<file path="src/rtl/alu_pkg.sv">
// Shared opcode, FSM state and flag-index definitions for the sequential ALU
// and its combinational arithmetic/logic unit.
package alu_pkg;

    localparam logic [3:0] OP_ADD  = 4'h0;
    localparam logic [3:0] OP_ADC  = 4'h1;
    localparam logic [3:0] OP_SUB  = 4'h2;
    localparam logic [3:0] OP_SBC  = 4'h3;
    localparam logic [3:0] OP_AND  = 4'h4;
    localparam logic [3:0] OP_OR   = 4'h5;
    localparam logic [3:0] OP_XOR  = 4'h6;
    localparam logic [3:0] OP_NOT  = 4'h7;
    localparam logic [3:0] OP_SHL  = 4'h8;
    localparam logic [3:0] OP_SHR  = 4'h9;
    localparam logic [3:0] OP_ASR  = 4'hA;
    localparam logic [3:0] OP_ROL  = 4'hB;
    localparam logic [3:0] OP_ROR  = 4'hC;
    localparam logic [3:0] OP_MUL  = 4'hD;
    localparam logic [3:0] OP_PASS = 4'hE;
    localparam logic [3:0] OP_CMP  = 4'hF;

    typedef enum logic {
        ST_IDLE = 1'b0,
        ST_BUSY = 1'b1
    } state_t;

    // Bit positions inside the packed {C,V,Z,N} flag vector.
    localparam int FL_C = 3;
    localparam int FL_V = 2;
    localparam int FL_Z = 1;
    localparam int FL_N = 0;

endpackage

</file>
<file path="src/rtl/alu_comb.sv">
// Combinational WIDTH-bit add/subtract, logic and rotate-through-carry unit.
// The sequencer also borrows it as the accumulator adder for multiply steps.
module alu_comb
    import alu_pkg::*;
#(
    parameter int WIDTH = 8
) (
    input  logic [3:0]       op,
    input  logic [WIDTH-1:0] a,
    input  logic [WIDTH-1:0] b,
    input  logic             c_in,
    output logic [WIDTH-1:0] result,
    output logic             c_out,
    output logic             v_out
);

    logic             is_sub;
    logic             cin_eff;
    logic [WIDTH-1:0] b_eff;
    logic [WIDTH:0]   sum;

    // Subtraction is a + ~b + carry, so C=1 naturally means "no borrow".
    always_comb begin
        is_sub = (op == OP_SUB) || (op == OP_SBC) || (op == OP_CMP);
        b_eff  = is_sub ? ~b : b;
        case (op)
            OP_ADC, OP_SBC: cin_eff = c_in;
            OP_SUB, OP_CMP: cin_eff = 1'b1;
            default:        cin_eff = 1'b0;
        endcase
        sum = {1'b0, a} + {1'b0, b_eff} + {{WIDTH{1'b0}}, cin_eff};
    end

    always_comb begin
        result = a;
        c_out  = c_in;
        v_out  = 1'b0;
        case (op)
            OP_ADD, OP_ADC, OP_SUB, OP_SBC, OP_CMP: begin
                result = sum[WIDTH-1:0];
                c_out  = sum[WIDTH];
                v_out  = (a[WIDTH-1] == b_eff[WIDTH-1]) && (sum[WIDTH-1] != a[WIDTH-1]);
            end
            OP_AND:  result = a & b;
            OP_OR:   result = a | b;
            OP_XOR:  result = a ^ b;
            OP_NOT:  result = ~a;
            OP_PASS: result = b;
            OP_ROL: begin
                result = {a[WIDTH-2:0], c_in};
                c_out  = a[WIDTH-1];
            end
            OP_ROR: begin
                result = {c_in, a[WIDTH-1:1]};
                c_out  = a[0];
            end
            default: ;
        endcase
    end

endmodule

</file>
<file path="src/rtl/alu_seq.sv">
// Multi-cycle WIDTH-bit ALU: registered result and persistent flags, with
// bit-serial shifts and shift-add multiply that hold the block busy.
module alu_seq
    import alu_pkg::*;
#(
    parameter int WIDTH = 8
) (
    input  logic             clk,
    input  logic             rst_n,
    input  logic             in_valid,
    output logic             in_ready,
    input  logic [3:0]       op,
    input  logic [WIDTH-1:0] a,
    input  logic [WIDTH-1:0] b,
    output logic             out_valid,
    output logic [WIDTH-1:0] y,
    output logic [WIDTH-1:0] y_hi,
    output logic [3:0]       flags
);

    localparam int SW    = $clog2(WIDTH);
    localparam int CNT_W = SW + 1;

    state_t           state, state_nx;
    logic [CNT_W-1:0] cnt, cnt_nx;
    logic [3:0]       op_q, op_q_nx;
    logic [WIDTH-1:0] work, work_nx;
    logic [WIDTH-1:0] hi, hi_nx;
    logic [WIDTH-1:0] mcand, mcand_nx;
    logic [WIDTH-1:0] y_nx, y_hi_nx;
    logic [3:0]       flags_nx;
    logic             out_valid_nx;

    logic [SW-1:0]    s_amt;
    logic [3:0]       c_op;
    logic [WIDTH-1:0] c_a, c_b, c_res;
    logic             c_cin, c_cout, c_vout;
    logic [WIDTH-1:0] shifted;
    logic             shift_out;
    logic [WIDTH-1:0] hi_step, lo_step;

    assign in_ready = (state == ST_IDLE);
    assign s_amt    = b[SW-1:0];

    // While busy the unit serves as the multiply accumulator; the flag-C input
    // reads the register directly, which already holds the previous op's carry.
    always_comb begin
        c_op  = op;
        c_a   = a;
        c_b   = b;
        c_cin = flags[FL_C];
        if (state == ST_BUSY) begin
            c_op  = OP_ADD;
            c_a   = hi;
            c_b   = work[0] ? mcand : '0;
            c_cin = 1'b0;
        end
    end

    alu_comb #(.WIDTH(WIDTH)) u_comb (
        .op     (c_op),
        .a      (c_a),
        .b      (c_b),
        .c_in   (c_cin),
        .result (c_res),
        .c_out  (c_cout),
        .v_out  (c_vout)
    );

    assign {hi_step, lo_step} = {c_cout, c_res, work[WIDTH-1:1]};

    always_comb begin
        shifted   = work;
        shift_out = 1'b0;
        case (op_q)
            OP_SHL: begin
                shifted   = {work[WIDTH-2:0], 1'b0};
                shift_out = work[WIDTH-1];
            end
            OP_SHR: begin
                shifted   = {1'b0, work[WIDTH-1:1]};
                shift_out = work[0];
            end
            OP_ASR: begin
                shifted   = {work[WIDTH-1], work[WIDTH-1:1]};
                shift_out = work[0];
            end
            default: ;
        endcase
    end

    always_comb begin
        state_nx     = state;
        cnt_nx       = cnt;
        op_q_nx      = op_q;
        work_nx      = work;
        hi_nx        = hi;
        mcand_nx     = mcand;
        y_nx         = y;
        y_hi_nx      = y_hi;
        flags_nx     = flags;
        out_valid_nx = 1'b0;
        case (state)
            ST_IDLE: begin
                if (in_valid) begin
                    op_q_nx = op;
                    case (op)
                        OP_SHL, OP_SHR, OP_ASR: begin
                            if (s_amt == '0) begin
                                y_nx           = a;
                                y_hi_nx        = '0;
                                flags_nx[FL_V] = 1'b0;
                                flags_nx[FL_Z] = (a == '0);
                                flags_nx[FL_N] = a[WIDTH-1];
                                out_valid_nx   = 1'b1;
                            end else begin
                                work_nx  = a;
                                cnt_nx   = {1'b0, s_amt};
                                state_nx = ST_BUSY;
                            end
                        end
                        OP_MUL: begin
                            work_nx  = b;
                            hi_nx    = '0;
                            mcand_nx = a;
                            cnt_nx   = CNT_W'(WIDTH);
                            state_nx = ST_BUSY;
                        end
                        OP_CMP: begin
                            flags_nx     = {c_cout, c_vout, (c_res == '0), c_res[WIDTH-1]};
                            out_valid_nx = 1'b1;
                        end
                        OP_AND, OP_OR, OP_XOR, OP_NOT, OP_PASS: begin
                            y_nx           = c_res;
                            y_hi_nx        = '0;
                            flags_nx[FL_V] = 1'b0;
                            flags_nx[FL_Z] = (c_res == '0);
                            flags_nx[FL_N] = c_res[WIDTH-1];
                            out_valid_nx   = 1'b1;
                        end
                        default: begin
                            y_nx         = c_res;
                            y_hi_nx      = '0;
                            flags_nx     = {c_cout, c_vout, (c_res == '0), c_res[WIDTH-1]};
                            out_valid_nx = 1'b1;
                        end
                    endcase
                end
            end
            ST_BUSY: begin
                cnt_nx = cnt - CNT_W'(1);
                if (op_q == OP_MUL) begin
                    work_nx = lo_step;
                    hi_nx   = hi_step;
                end else begin
                    work_nx = shifted;
                end
                // Final step publishes the result and releases the block.
                if (cnt == CNT_W'(1)) begin
                    state_nx     = ST_IDLE;
                    out_valid_nx = 1'b1;
                    if (op_q == OP_MUL) begin
                        y_nx     = lo_step;
                        y_hi_nx  = hi_step;
                        flags_nx = {(hi_step != '0), 1'b0,
                                    ({hi_step, lo_step} == '0), hi_step[WIDTH-1]};
                    end else begin
                        y_nx     = shifted;
                        y_hi_nx  = '0;
                        flags_nx = {shift_out, 1'b0, (shifted == '0), shifted[WIDTH-1]};
                    end
                end
            end
            default: state_nx = ST_IDLE;
        endcase
    end

    always_ff @(posedge clk or negedge rst_n) begin
        if (!rst_n) begin
            state     <= ST_IDLE;
            cnt       <= '0;
            op_q      <= '0;
            work      <= '0;
            hi        <= '0;
            mcand     <= '0;
            y         <= '0;
            y_hi      <= '0;
            flags     <= '0;
            out_valid <= 1'b0;
        end else begin
            state     <= state_nx;
            cnt       <= cnt_nx;
            op_q      <= op_q_nx;
            work      <= work_nx;
            hi        <= hi_nx;
            mcand     <= mcand_nx;
            y         <= y_nx;
            y_hi      <= y_hi_nx;
            flags     <= flags_nx;
            out_valid <= out_valid_nx;
        end
    end

endmodule

</file>
<file path="config.mk">
export PLATFORM = sky130hd
export DESIGN_NAME = alu_seq
export DESIGN_NICKNAME = d
export VERILOG_FILES = /design/src/rtl/alu_pkg.sv /design/src/rtl/alu_comb.sv /design/src/rtl/alu_seq.sv
export SDC_FILE = /design/constraint.sdc
export NUM_CORES = 1
export LEC_CHECK = 0
export BUFFER_PORTS_ARGS = -buffer_cell sky130_fd_sc_hd__buf_4
export CORE_ASPECT_RATIO = 1.5
export CORE_MARGIN = 2
export CORE_UTILIZATION = 65
export DETAILED_ROUTE_END_ITERATION = 10
export GPL_TIMING_DRIVEN = 0
export PLACE_DENSITY = 0.93
export SYNTH_ARGS = -nofsm -noshare
export SYNTH_HDL_FRONTEND = slang
export SYNTH_SLANG_ARGS = --single-unit
</file>
<file path="constraint.sdc">
create_clock -name clk -period 10.85 [get_ports clk]
set_input_delay 1.6275 -clock clk [delete_from_list [all_inputs] [get_ports clk]]
set_output_delay 1.6275 -clock clk [all_outputs]
set_load 0.02 [all_outputs]
</file>
# --- Word-level counts from Yosys, hierarchy flattened ---
# Index checks and enable logic that the tools add are counted.
word_totals:
  regBits: 54
  input_bits: 23
op_classes:
  add_sub_neg: 3
  eq_ne: 38
  n_mux: 53
  bitwise: 6
  reduce_logical: 25
op_table:
  columns: ["operator", "n"]
  rows:
  - ["$mux 8", 17]
  - ["$pmux 8 s2", 7]
  - ["$pmux 8 s8", 1]
  - ["$eq 4x4->1 const B", 14]
  - ["$eq 4x3->1 const B", 8]
  - ["$logic_not 8->1", 3]
  - ["$mux 4", 6]
  - ["$pmux 4 s2", 3]
  - ["$pmux 8 s3", 1]
  - ["$logic_not 16->1", 1]
  - ["$not 8->8", 2]
  - ["$pmux 1 s2", 6]
  - ["$reduce_and 3->1", 4]
  - ["$reduce_or 5->1", 2]
  - ["$add 8x8->9", 1]
  - ["$add 9x1->9", 1]
  - ["$mux 1", 9]
  - ["$pmux 3 s3", 1]
  - ["$reduce_or 9->1", 1]
  - ["$and 8x8->8", 1]
  - ["$eq 4x1->1 const B", 2]
  - ["$eq 4x2->1 const B", 2]
  - ["$ne 2x2->1 const B", 4]
  - ["$or 8x8->8", 1]
  - ["19 further kinds", 27]

# --- Longest topological paths before layout ---
depth:
  depth_word: 13
  ltp_mapped: 15
  depth_no_buf: 13

# --- Cells and area by module ---
# From an unflattened synthesis, not the netlist that was laid out.
unflattened:
  cells_unflattened: 609
  area_unflattened_um2: 4936.0
modules_own_cells:
  columns: ["mod", "instances", "cells_per_inst", "area_per_inst_um2", "seq_area_each_um2"]
  rows:
  - ["alu_seq", 1, 383, 3365.7, 1351.3]
  - ["alu_comb", 1, 226, 1570.3, 0.0]

# --- Worst setup path after synthesis ---
# No wires, ideal clock.
synth_timing:
  path_type: "in2reg"
  startpoint: "input op[0]"
  endpoint: "register flags[1]"
  t_arrival_ps: 5232
  setup_slack_ps: 5551
  stages: 14
  path_cell_list: "buf_2 > buf_2 > and3_1 > o211ai_1 > xor2_1 > fa_1 > fa_1 > a211oi_1 > or3_1 > a21oi_1 > o32a_1 > nor4_1 > and4_1 > o221a_1"
synth_via:
  elab_chain_len: 12
  elab_cells_between_ends: 45
synth_lines:
  columns: ["element", "line_no", "source"]
  rows:
  - ["start, declared", "alu_seq.sv:12", "input logic [3:0] op,"]
  - ["$mux 4", "alu_seq.sv:52", "if (state == ST_BUSY) begin"]
  - ["$eq 4x2->1", "alu_comb.sv:24, alu_comb.sv:26, alu_comb.sv:38", null]
  - ["$logic_or 1x1->1 (2 in a row)", "alu_comb.sv:24", "is_sub = (op == OP_SUB) || (op == OP_SBC) || (op == OP_CMP);"]
  - ["$mux 8", "alu_comb.sv:25", "b_eff = is_sub ? ~b : b;"]
  - ["$add 8x8->9", "alu_comb.sv:31", "sum = {1'b0, a} + {1'b0, b_eff} + {{WIDTH{1'b0}}, cin_eff};"]
  - ["$add 9x1->9", "alu_comb.sv:31", null]
  - ["$pmux 8 s8 / $pmux 1 s3 (equally long branches)", "alu_comb.sv:38", "case (op)"]
  - ["$logic_not 8->1 / $logic_not 16->1 (equally long branches)", null, null]
  - ["$pmux 3 s3 / $mux 4 (equally long branches)", "alu_seq.sv:107, alu_seq.sv:162", null]
  - ["$mux 4 (on tied branches)", "alu_seq.sv:105, alu_seq.sv:159", null]
  - ["$pmux 4 s2", "alu_seq.sv:103", "case (state)"]
  - ["end signal, assigned", "alu_seq.sv:199", "flags <= flags_nx;"]
  - ["end, declared", "alu_seq.sv:18", "output logic [3:0] flags"]
# Parallel ways exist; a longest one is shown, timed or not. The select of a mux whose other input is x is not followed.
# A chain may end at the register's enable or synchronous reset.

# --- Worst setup path after layout ---
# Ends and elaborated chain as after synthesis.

==> impl_metrics.py <==
metrics = {
    "cts": {
        "cts_resized": 0,
        "ctsRootBufferMaster": "clkbuf_8",
        "cts_tree": "built",
        "cts_hold_buf": 0,
        "clock_sinks": 54,
        "h-tree-depth": 2,
        "post-cts-setup-buffers": 0,
        "clk_path_buf_depth": 2,
        "cts_buffers": 5,
        "clk_latency_ns": 0.33,
        "clk_pin_slew_worst_paths_ns": 0.11,
    },
    "worst_setup_path": {
        "path_class": "in -> reg",
        "max_stage_delay_ns": 0.96,
        "cp_num_buf_inv": 3,
        "crit_arrival_ns": 6.41,
        "crit_chain": "buf_4 -> buf_2 -> buf_2 -> and3_1 -> o211ai_1 -> xor2_1 -> fa_1 -> fa_1 -> a211oi_1 -> or3_1 -> a21oi_1 -> o32a_1 -> nor4_1 -> and4_1 -> o221a_1",
        "cp_top_family": "compound AO/OA/AOI/OAI gates",
        "critPathMaxFanout": 10,
        "critPathCaptureType": "flop",
        "crit_slowest_cell": "o211ai_1",
        "start_kind": "input port",
        "cp.required_ns": 11.11,
    },
    "global_route": {
        "grt_max_degree": 55,
        "grt_pass1_wl_um": 25320,
        "grt_pass1_vias": 4698,
        "overflow": 0,
        "track_usage": 0.4392,
        "antenna_found_initial": 0,
    },
    "floorplan": {
        "die_x_um": 72.21,
        "core_um2": 6805,
        "die_y_um": 106.3,
        "start_util": 0.6665,
        "dieArea_um2": 7676,
        "io-pin-count": 45,
        "rows": 37,
    },
    "timing": {
        "skew_ns": 0.01374,
        "slew_violations": 0,
        "setup_viol": 0,
        "whs_ns": 0.4943,
        "tightest_slew_ns": 1.234,
        "slew_headroom": 0.1739,
        "fin_crit_sh": 0.5669,
        "post-route-min-period_ns": 6.151,
        "tns_ns": 0,
        "hold_viol_final": 0,
        "post-route-worst-setup-slack_ns": 4.699,
        "fmax_mhz": 162.6,
        "rsz0062_at_grt": "no",
    },
    "routing": {
        "vias_per_cell": 7.209,
        "vias": 4693,
        "final_antenna_net_count": 0,
        "drt_iter0_drc": 658,
        "finalWirelength_um": 16160,
        "drc_errors": 0,
        "routedWlPerCell_um": 24.82,
        "first_pass_iters": 6,
    },
    "hold_path": {
        "min_path_type": "reg -> reg",
    },
    "logic_synthesis": {
        "yosys.area.top_type": "dfrtp_1",
        "synth_common_cells": "54 x dfrtp_1, 52 x nand2_1, 35 x nor2_1, 35 x o21ai_0, 32 x mux2_2",
        "async_reset_ff_frac": 1.000,
        "synth-main-ff-cell": "dfrtp_1",
        "synth_edf_count": 0,
        "yosysMostFrequentCell": "dfrtp_1",
        "synth-seq-cells": 54,
        "synth_top_cells_by_area": "dfrtp_1 30%, mux2_2 7.9%, ha_1 7.2%",
        "synth_top_area_share": 0.2979,
        "synth_cell_type_count": 68,
        "netlist_area_um2": 4536,
        "avgSynthCellArea_um2": 8.623,
        "synthCells": 526,
        "seq_area_frac_synth": 0.2979,
        "synth_fp_nets": 577,
        "ys.warnings.count": 0,
    },
    "placed_design": {
        "dp_slack_ns": 4.378,
        "dp_hpwl_um": 12090,
        "port_buffers": 39,
        "placed_cell_area_um2": 4926,
        "gp_congestion": 1.019,
    },
    "final_layout": {
        "area_delta_synth_final_pct": 11.28,
        "drive_gt1_frac": 0.1675,
        "nets": 623,
        "diodes": 0,
        "final_cell_area_um2": 5047,
    },
    "flow_run": {
        "cap_viol_max_count": 0,
    },
    "power": {
        "p_leak_uw": 0.002275,
        "power_density_nw_per_um2": 293.5,
        "ir_worst_vdd_v": 0.0002130,
    },
    "status": {
        "status": "finished, final reports clean",
    },
}
## layout by cell type (no fill, tap or decap), types with 10 or more instances in the layout
master | synthesis | layout
xor2_1 | 10 | 10
nor2b_1 | 11 | 11
nand2_1 | 52 | 52
dfrtp_1 | 54 | 54
mux2_2 | 32 | 32
clkbuf_1 | 17 | 17
buf_2 | 10 | 10
nor2_1 | 35 | 35
mux2i_1 | 10 | 10
a22oi_1 | 14 | 14
o21ai_0 | 35 | 35
ha_1 | 26 | 26
inv_1 | 23 | 23
buf_4 | 3 | 42
a21oi_1 | 22 | 22
## power by group
group	internal, uW	switching, uW	total [uW]	leakage, uW
sequential	285	77.3	362	0.000678
clock	76.1	76.0	152	0.0000618
combinational	370	597	967	0.00153
## cell families (layout without fill, tap and decap cells)
group           Yosys count  in the layout  share of synthesized area
compound gates          157            157                     0.2403
buf+inv                  57            104                    0.05241
fa+ha+maj                28             28                    0.08055
mux                      42             42                     0.1015
flops                    54             54                     0.2979
xor+xnor                 14             14                    0.02703
simple gates            174            174                     0.2003
## per-layer routing
| metal | up-vias | wire [um] | global-route usage |
|---|---|---|---|
| li1 | 2054 | - | - |
| met1 | 2202 | 5671 | 0.5135 |
| met2 | 332 | 7813 | 0.7025 |
| met3 | 105 | 1352 | 0.08246 |
| met4 | 0 | 1323 | 0.3221 |
| met5 | - | 0 | 0 |
## final cells by class
class	count	area, um^2
Timing Repair Buffer	39	292.8
Sequential cell	54	1351
Fill cell	509	1758
Clock inverter	2	38.79
Tap cell	78	97.59
Buffer	33	147.6
Multi-Input combinational cell	415	2947
Inverter	24	90.09
Clock buffer	6	82.58
## flip-flops by register name, summed over array words and instances, names as in the netlist
| name | count |
|---|---|
| hi | 8 |
| y | 8 |
| y_hi | 8 |
| work | 8 |
| mcand | 8 |
| op_q | 4 |
| state | 1 |
| cnt | 4 |
| flags | 4 |
| out_valid | 1 |
## worst reg2reg max path: stages (launching register included)
cell and delay, ns:
dfrtp_1 0.35, buf_4 0.17, buf_2 0.29, buf_1 0.51, clkbuf_1 0.48, buf_1 0.61, mux2i_1 0.32, inv_1 0.13
ha_1 0.31, a32o_1 0.30, o311a_1 0.34, nor4_1 0.51, o211ai_1 0.23, o31ai_1 0.37, nand3_1 0.23, mux2_2 0.33
## path summary, 6_finish.rpt
check	from	endpoint	slack, ns	depth (start not counted)
worst max-delay path	op[0]	flags[1]$_DFFE_PN0P_	4.70	15
worst min-delay path	y_hi[6]$_DFFE_PN0P_	y_hi[6]$_DFFE_PN0P_	0.49	2
worst max register to register	state$_DFF_PN0_	y[7]$_DFFE_PN0P_	5.26	15
worst min register to register	y_hi[6]$_DFFE_PN0P_	y_hi[6]$_DFFE_PN0P_	0.49	2
max in group asynchronous	rst_n	cnt[0]$_DFFE_PN0P_	9.05	1
min in group asynchronous	rst_n	y_hi[4]$_DFFE_PN0P_	1.33	1
## per-stage QoR
stage | cells | total power [uW] | util
after floorplan | 526 | 981.7 | -
after global placement | 643 | 1254 | 0.7238
after detailed placement | 643 | 1295 | 0.7238
after CTS | 651 | 1446 | 0.7417
after global routing | 651 | 1567 | 0.7417
final | 651 | 1481 | 0.7417
No activity file was read; power rests on OpenSTA's default activity.
